### src/rtl/fix_pkg.sv
// Shared types and constants for the FIX transmit arbiter slice.
// Holds the FSM state enum, field widths and parameter defaults.
package fix_pkg;

    localparam int ID_W        = 2;
    localparam int LEN_W       = 16;
    localparam int DEF_NUM_REQ = 2;
    localparam int DEF_TIMEOUT = 64;

    typedef enum logic {
        ST_IDLE = 1'b0,
        ST_XFER = 1'b1
    } state_e;

    function automatic logic [LEN_W-1:0] sat_inc(input logic [LEN_W-1:0] v);
        return (v == '1) ? v : v + LEN_W'(1);
    endfunction

endpackage

### src/rtl/fix_rr_arbiter.sv
// Combinational round-robin selector: the search starts one past the
// previous winner and wraps, returning a one-hot grant.
module fix_rr_arbiter
    import fix_pkg::*;
#(
    parameter int NUM_REQ = DEF_NUM_REQ,
    localparam int IDX_W  = (NUM_REQ > 1) ? $clog2(NUM_REQ) : 1
) (
    input  logic [NUM_REQ-1:0] req_i,
    input  logic [IDX_W-1:0]   last_i,
    output logic [NUM_REQ-1:0] gnt_o
);

    logic             found;
    logic [IDX_W-1:0] idx;

    // NOTE: every variable written here gets a default first, so no path infers a latch.
    always_comb begin
        gnt_o = '0;
        found = 1'b0;
        idx   = '0;
        for (int off = 1; off <= NUM_REQ; off++) begin
            idx = IDX_W'((int'(last_i) + off) % NUM_REQ);
            if (!found && req_i[idx]) begin
                gnt_o[idx] = 1'b1;
                found      = 1'b1;
            end
        end
    end

endmodule

### src/rtl/fix_tx_arbiter.sv
// Message-granular arbiter that lets several FIX session engines share one
// TOE transmit FIFO, with idle timeout, length count and overflow flag.
module fix_tx_arbiter
    import fix_pkg::*;
#(
    parameter int NUM_REQ = DEF_NUM_REQ,
    parameter int TIMEOUT = DEF_TIMEOUT
) (
    input  logic                    clk,
    input  logic                    rst,
    input  logic [NUM_REQ-1:0]      req_i,
    input  logic [NUM_REQ-1:0]      fifo_write_i,
    input  logic [8*NUM_REQ-1:0]    message_i,
    input  logic [NUM_REQ-1:0]      end_i,
    input  logic [ID_W*NUM_REQ-1:0] id_i,
    input  logic                    fifo_full_i,
    output logic [NUM_REQ-1:0]      gnt_o,
    output logic [NUM_REQ-1:0]      fifo_full_o,
    output logic                    fifo_write_o,
    output logic [7:0]              message_o,
    output logic                    end_o,
    output logic [ID_W-1:0]         id_o,
    output logic [LEN_W-1:0]        msg_len_o,
    output logic                    abort_o,
    output logic                    overflow_o
);

    localparam int IDX_W = (NUM_REQ > 1) ? $clog2(NUM_REQ) : 1;
    localparam int TO_W  = $clog2(TIMEOUT + 1);

    state_e             state_q, state_d;
    logic [NUM_REQ-1:0] gnt_q, gnt_d;
    logic [IDX_W-1:0]   last_q, last_d;
    logic [ID_W-1:0]    id_q, id_d;
    logic               wr_q, wr_d;
    logic [7:0]         msg_q, msg_d;
    logic               end_q, end_d;
    logic [LEN_W-1:0]   cnt_q, cnt_d;
    logic [LEN_W-1:0]   len_q, len_d;
    logic [TO_W-1:0]    idle_q, idle_d;
    logic               abort_q, abort_d;
    logic               ovf_q, ovf_d;

    logic [NUM_REQ-1:0] rr_gnt;
    logic [ID_W-1:0]    win_id;
    logic [IDX_W-1:0]   cur_idx;
    logic               g_wr, g_end;
    logic [7:0]         g_byte;

    fix_rr_arbiter #(.NUM_REQ(NUM_REQ)) u_rr (
        .req_i  (req_i),
        .last_i (last_q),
        .gnt_o  (rr_gnt)
    );

    // Select the granted requester's inputs with constant indices only.
    always_comb begin
        win_id  = '0;
        cur_idx = '0;
        g_wr    = 1'b0;
        g_end   = 1'b0;
        g_byte  = '0;
        for (int k = 0; k < NUM_REQ; k++) begin
            if (rr_gnt[k]) win_id = id_i[ID_W*k +: ID_W];
            if (gnt_q[k]) begin
                cur_idx = IDX_W'(k);
                g_wr    = fifo_write_i[k];
                g_end   = end_i[k];
                g_byte  = message_i[8*k +: 8];
            end
        end
    end

    always_comb begin
        state_d = state_q;
        gnt_d   = gnt_q;
        last_d  = last_q;
        id_d    = id_q;
        wr_d    = 1'b0;
        msg_d   = msg_q;
        end_d   = 1'b0;
        cnt_d   = cnt_q;
        len_d   = '0;
        idle_d  = idle_q;
        abort_d = 1'b0;
        ovf_d   = ovf_q;
        unique case (state_q)
            ST_IDLE: begin
                if (|req_i) begin
                    state_d = ST_XFER;
                    gnt_d   = rr_gnt;
                    id_d    = win_id;
                    cnt_d   = '0;
                    idle_d  = '0;
                end
            end
            ST_XFER: begin
                if (g_wr && fifo_full_i) begin
                    ovf_d = 1'b1;
                end else if (g_wr) begin
                    wr_d   = 1'b1;
                    msg_d  = g_byte;
                    cnt_d  = sat_inc(cnt_q);
                    idle_d = '0;
                    if (g_end) begin
                        end_d   = 1'b1;
                        len_d   = cnt_d;
                        state_d = ST_IDLE;
                        gnt_d   = '0;
                        last_d  = cur_idx;
                    end
                end else if (!fifo_full_i) begin
                    // Stalled cycles are excluded so backpressure never causes an abort.
                    if (idle_q == TO_W'(TIMEOUT - 1)) begin
                        abort_d = 1'b1;
                        state_d = ST_IDLE;
                        gnt_d   = '0;
                        last_d  = cur_idx;
                        idle_d  = '0;
                    end else begin
                        idle_d = idle_q + TO_W'(1);
                    end
                end
            end
            default: state_d = ST_IDLE;
        endcase
    end

    // NOTE: sequential state uses non-blocking assignments only, so every flop sees pre-edge values.
    always_ff @(posedge clk or negedge rst) begin
        if (!rst) begin
            state_q <= ST_IDLE;
            gnt_q   <= '0;
            last_q  <= IDX_W'(NUM_REQ - 1);
            id_q    <= '0;
            wr_q    <= 1'b0;
            msg_q   <= '0;
            end_q   <= 1'b0;
            cnt_q   <= '0;
            len_q   <= '0;
            idle_q  <= '0;
            abort_q <= 1'b0;
            ovf_q   <= 1'b0;
        end else begin
            state_q <= state_d;
            gnt_q   <= gnt_d;
            last_q  <= last_d;
            id_q    <= id_d;
            wr_q    <= wr_d;
            msg_q   <= msg_d;
            end_q   <= end_d;
            cnt_q   <= cnt_d;
            len_q   <= len_d;
            idle_q  <= idle_d;
            abort_q <= abort_d;
            ovf_q   <= ovf_d;
        end
    end

    assign gnt_o        = gnt_q;
    assign fifo_full_o  = ~gnt_q | {NUM_REQ{fifo_full_i}};
    assign fifo_write_o = wr_q;
    assign message_o    = msg_q;
    assign end_o        = end_q;
    assign id_o         = id_q;
    assign msg_len_o    = len_q;
    assign abort_o      = abort_q;
    assign overflow_o   = ovf_q;

endmodule

### config.mk
export PLATFORM = sky130hd
export DESIGN_NAME = fix_tx_arbiter
export DESIGN_NICKNAME = d
export VERILOG_FILES = /design/src/rtl/fix_pkg.sv /design/src/rtl/fix_rr_arbiter.sv /design/src/rtl/fix_tx_arbiter.sv
export SDC_FILE = /design/constraint.sdc
export NUM_CORES = 1
export LEC_CHECK = 0
export ABC_CLOCK_PERIOD_IN_PS = 2700
export BUFFER_PORTS_ARGS = -buffer_cell sky130_fd_sc_hd__buf_2
export CAP_MARGIN = 20
export CORE_MARGIN = 1
export CORE_UTILIZATION = 54
export DETAILED_ROUTE_END_ITERATION = 8
export PLACE_DENSITY = 0.9
export SLEW_MARGIN = 20
export SYNTH_ARGS = -nofsm -noshare
export SYNTH_HDL_FRONTEND = slang
export SYNTH_SLANG_ARGS = --single-unit
### constraint.sdc
create_clock -name clk -period 2.7 [get_ports clk]
set_clock_uncertainty 0.1 [all_clocks]
set_input_delay 0.27 -clock clk [delete_from_list [all_inputs] [get_ports clk]]
set_output_delay 0.27 -clock clk [all_outputs]
set_load 0.005 [all_outputs]
## Word-level counts from Yosys, hierarchy flattened

Cells that the tools add are included.

| word-level totals | value |
|---|---|
| input port bits | 29 |
| logic and storage cells | 114 |
| flip-flop bits (word level) | 57 |

| cells by class | value |
|---|---|
| $add $sub $neg | 4 |
| eq/ne operators | 10 |
| bitwise gates (word level) | 5 |
| $lt $le $gt $ge | 4 |
| reduce and logical (&&, ||, !) cells | 14 |
| multiplexer cells | 65 |

Operator list:

| kind | number |
|---|---|
| 2-to-1 mux 16 bit | 8 |
| 2-to-1 mux 7 bit | 5 |
| 2-to-1 mux 1 bit | 34 |
| one-hot mux 16 bit (2 select lines) | 1 |
| 2-to-1 mux 2 bit | 10 |
| adder 16 x 1 -> 16 bit (second input constant) | 1 |
| == test 16 bit (second input constant) | 1 |
| 2-to-1 mux 8 bit | 2 |
| one-hot mux 7 bit (2 select lines) | 1 |
| AND reduction 5 bit | 2 |
| AND reduction 3 bit | 3 |
| adder 7 x 1 -> 7 bit (second input constant) | 1 |
| == test 7 x 6 -> 1 bit (second input constant) | 1 |
| != test 2 x 1 -> 1 bit (second input constant) | 3 |
| != test 3 x 2 -> 1 bit (second input constant) | 2 |
| logical AND 1 bit | 4 |
| < comparator 1 x 2 -> 1 bit (second input constant) | 2 |
| != test 2 bit (second input constant) | 2 |
| bitwise OR 2 bit | 2 |
| one-hot mux 2 bit (2 select lines) | 1 |
| AND reduction 2 bit | 2 |
| != test 3 x 1 -> 1 bit (second input constant) | 1 |
| adder 1 bit (second input constant) | 2 |
| demux 1 bit (select 1 bit) | 2 |
| other kinds (7) | 9 |

## Longest topological paths before layout

| depth | value |
|---|---|
| word-level depth | 10 |
| mapped depth | 7 |

## By module

A second synthesis with hierarchy kept.

| second synthesis, totals | value |
|---|---|
| cell total of the unflattened synthesis | 327 |
| area, all modules | 3031.7 um^2 |

By module, submodules not included:

| module | area an instance (um^2) | cells each | instances |
|---|---|---|---|
| fix_tx_arbiter | 3012.9 | 324 | 1 |
| fix_rr_arbiter | 18.8 | 3 | 1 |

## Least setup slack after synthesis

No wires, ideal clock.

| timing path | value |
|---|---|
| path type | reg2reg |
| start point | register cnt_q[0] |
| end point | register cnt_q[1] |
| cell stages (with the launch flop) | 6 |
| slack | 827 ps |
| arrival | 1652 ps |
| data required time | 2479 ps |
| clock period less this slack | 1873 ps |
| buffers on the path | 1 |
| library setup time | 121 ps |
| cell sequence | dfrtp_1 -> ha_1 -> nand3_1 -> or4_4 -> buf_6 -> a32o_2 |

| on the way | value |
|---|---|
| word-level cells in the longest chain between the ends | 5 |
| elaborated cells on any way between the ends | 6 |
| classes of those cells | add/sub: 1; eq/ne: 1; mux: 4 |

RTL lines:

| element | RTL line | RTL |
|---|---|---|
| from (decl) | fix_tx_arbiter.sv:38 | `logic [LEN_W-1:0] cnt_q, cnt_d;` |
| from (signal assigned) | fix_tx_arbiter.sv:152 | `cnt_q <= cnt_d;` |
| adder 16 x 1 -> 16 bit or == test 16 bit (tied branches) | fix_pkg.sv:16 | `return (v == '1) ? v : v + LEN_W'(1);` |
| 2-to-1 mux 16 bit (*) | fix_pkg.sv:16 |  |
| 2-to-1 mux 16 bit (*) | fix_tx_arbiter.sv:100 | `end else if (g_wr) begin` |
| 2-to-1 mux 16 bit (*) | fix_tx_arbiter.sv:98 | `if (g_wr && fifo_full_i) begin` |
| one-hot mux 16 bit (2 select lines) (*) | fix_tx_arbiter.sv:87 | `unique case (state_q)` |

Mark *: on every way between the ends. The rest lies on a longest branch, timed or not. The select of a mux whose other input is x is not followed.
A chain may end at the register's enable or synchronous reset.

## Final worst setup path

| timing path | value |
|---|---|
| start point | register cnt_q[2] |
| end point | register len_q[15] (netlist: msg_len_o[15]) |

| on the way | value |
|---|---|
| word-level cells in the longest chain between the ends | 6 |
| elaborated cells on any way between the ends | 7 |
| classes of those cells | add/sub: 1; eq/ne: 1; mux: 5 |

RTL lines:

| element | RTL line | RTL |
|---|---|---|
| adder 16 x 1 -> 16 bit or == test 16 bit (tied branches) | fix_pkg.sv:16 |  |
| 2-to-1 mux 16 bit (*) | fix_pkg.sv:16 |  |
| 2-to-1 mux 16 bit (*) | fix_tx_arbiter.sv:105 | `if (g_end) begin` |
| 2-to-1 mux 16 bit (*) | fix_tx_arbiter.sv:100 |  |
| 2-to-1 mux 16 bit (*) | fix_tx_arbiter.sv:98 |  |
| 2-to-1 mux 16 bit (*) | fix_tx_arbiter.sv:87 |  |
| net len_d[15] | fix_tx_arbiter.sv:39 | `logic [LEN_W-1:0] len_q, len_d;` |
| to (signal assigned) | fix_tx_arbiter.sv:153 | `len_q <= len_d;` |
| to (decl) | fix_tx_arbiter.sv:39 |  |

The timed path passes the listed nets; every way through them passes the cells marked *.

==> reports/metrics.yaml <==
fin_cells: 448
core_um2: 5270
dp.cells: 431
initial_utilization: 0.576
root_buffer: "clkbuf_8"
ys_ff_latch: 57
cts_sinks: 57
yosys_warnings: 0
post_cts_resized: 0
cp.required_ns: 2.83
first_pass_iters: 4
crit_chain: "nand4_2, nor4_4, nor3_1, a211oi_1"
synth.avg_cell_area_um2: 9.72
cp_top_family: "simple AND/OR/NAND/NOR gates"
multi_input_area_um2: 1470
drive_above_1_share: 0.257
worstHoldStart: "message_i[5]"
port_buffers: 62
synth_area_leaders: "dfrtp_1, nor2_1, nand2_1, nand3_1, a221oi_1"
grt_overflow_total: 0
grt_pass1_wl_um: 11500
numCtsBuffers: 9
vias_per_cell: 5.98
routabilityCongestion: 0.888
start_kind: "flip-flop"
nets: 404
yosys.area_share.simple: 0.241
clock_latency_ns: 0.33
rsz0062_at_grt: "false"
yosysMostFrequentCell: "dfrtp_1"
final_antenna_net_count: 0
cts_setup_buffers: 0
slowest_stage: "nor4_4"
cts_max_level: 3
syn-cell-area_um2: 3030
grt_max_degree: 25
rows: 26
antenna_cells: 0
antenna_found_initial: 0
synthAdderAreaFrac: 0.00825
hold_viol_final: 0
cp-startpoint: "cnt_q[2]"
worstMarginPinSlew_ns: 0.690
max_stage_delay_ns: 0.76
synth_top_area_share: 0.462
die-area_um2: 5920
p_leak_nw: 1.75
fin_tns_setup_ns: 0
status: "finished, final reports clean"
routed_wl_um: 6760
clkTransAtPathRegs_ns: 0.06
synth_cells: 312
synth-compound-area-share: 0.201
use_met1: 0.323
relSlewSlack: 0.537
path_max_fanout: 15
area_growth_pct: 18.4
synth_top_family_by_area: "simple AND/OR/NAND/NOR gates"
ys.flop_type: "dfrtp_1"
yosys-top-cells-count: "dfrtp_1, nor2_1, nand2_1"
cp_num_buf_inv: 0
drc: 0
cp-end-kind: "flip-flop"
seq_area_frac_synth: 0.471
synth_edf_count: 0
hold-worst-slack_ns: 0.0904
die_h_um: 77.0
cts_tree: "yes"
powerDensity_nw_per_um2: 583
fin_crit_ns: 2.25
final_util: 0.681
totalPowerFinal_w: 0.00209
synth_nets: 343
finalCritPeriodShare: 0.832
fmax_ghz: 0.445
routedWlPerCell_um: 15.1
use_met3: 0.0560
num_vias: 2679
nFillCells: 397
grt_pass1_vias: 2469
crit_type: "reg -> reg"
synth_top_area_cell: "dfrtp_1"
r2r_start: "cnt_q[2]"
io_pins: 63
setup_viol: 0
use_met2: 0.400
drt_iter0_markers: 233
track_usage: 0.247
min_path_type: "in -> reg"
synth-async-reset-ratio: 1.00
vdd_ir_drop_max_uv: 483
regArea_um2: 1430
ys_types: 62
synthMuxAreaShare: 0.0169
critPathArrivalTime_ns: 2.38
clk_path_buf_depth: 2
hpwlAfterDp_um: 4730
grt.busiest_layer: "met2"
maxCapViolCount: 0
slew_violations: 0
die_x_um: 77.0
synthXorXnorAreaFrac: 0.0173
power breakdown:
part	internal [W]	leakage (nW)	switching, W	total [W]
combinational	0.000140	0.878	0.000191	0.000331
sequential	0.000910	0.765	0.0000616	0.000972
clock	0.000474	0.103	0.000318	0.000792
total	0.00152	1.75	0.000571	0.00209
metrics by stage:
step	setup slack, ns	instance area, µm²
detailed placement	0.493	3380
CTS	0.480	3590
floorplan	0.827	3030
global route	0.208	3590
global placement	0.594	3380
finish	0.454	3590
logic make-up (layout without fill, tap and decap cells):
family | Yosys count | after routing
AOI/OAI and AO/OA | 83 | 83
xor gates and xnor gates | 6 | 6
muxes | 5 | 5
and+or+nand+nor | 131 | 131
DFF | 57 | 57
adders and majority gates | 2 | 2
buffers and inverters | 28 | 94
final cells by class:
cell class,count,area share
tap,70,0.0244
timing repair buffer,71,0.106
sequential,57,0.398
inverter,7,0.00732
clock inverter,3,0.0111
multi-input combinational,227,0.409
clock buffer,13,0.0443
flip-flops by register name, summed over array words and instances, names as in the netlist:
name and count:
cnt_q 16, msg_len_o 16, message_o 8, idle_q 7
gnt_o 2, id_o 2, abort_o 1, end_o 1
fifo_write_o 1, last_q 1, overflow_o 1, state_q 1
path summary, 6_finish.rpt:
path                                  to  slack [ns]  cells after the start
max                        msg_len_o[15]        0.45                      4
min                         message_o[5]        0.09                      3
max reg2reg                msg_len_o[15]        0.45                      4
min reg2reg                 message_o[4]        0.39                      2
max in group asynchronous          end_o        1.53                      3
min in group asynchronous   message_o[6]        0.34                      2
layout by cell type (no fill, tap or decap), types with 3 or more instances in the layout:
cell / instances
mux2i_1: 4
dfrtp_1: 56
clkbuf_8: 11
buf_4: 8
a21oi_1: 12
or3_1: 8
nor2b_1: 4
a22o_1: 3
buf_2: 62
and2_1: 5
a221oi_1: 9
nand4_1: 4
or4_1: 3
a21boi_0: 3
nor2_1: 31
a31oi_1: 9
nand2b_1: 5
nor3b_1: 3
a21o_1: 3
o211ai_1: 5
nor3_1: 8
and4_1: 4
and3_1: 3
inv_1: 7
nand3_1: 16
xnor2_1: 5
o21ai_0: 15
nand2_1: 27
metal layers:
layer / up-vias / part of all wire
li1: 1281 / -
met1: 1289 / 0.45
met2: 98 / 0.47
met3: 11 / 0.058
met4: 0 / 0.019
met5: - / 0
worst reg2reg max path: stages (launching register included):
cell	delay, ns
dfrtp_1	0.50
nand4_2	0.37
nor4_4	0.77
nor3_1	0.14
a211oi_1	0.27
repair_timing:
| action | 4_1_cts | 5_1_grt |
|---|---|---|
| hold buffers | 1 | 0 |
| setup endpoints to repair | 0 | 0 |
| endpoints found under the hold margin | 19 | 0 |
(Power assumes the default switching activity.)
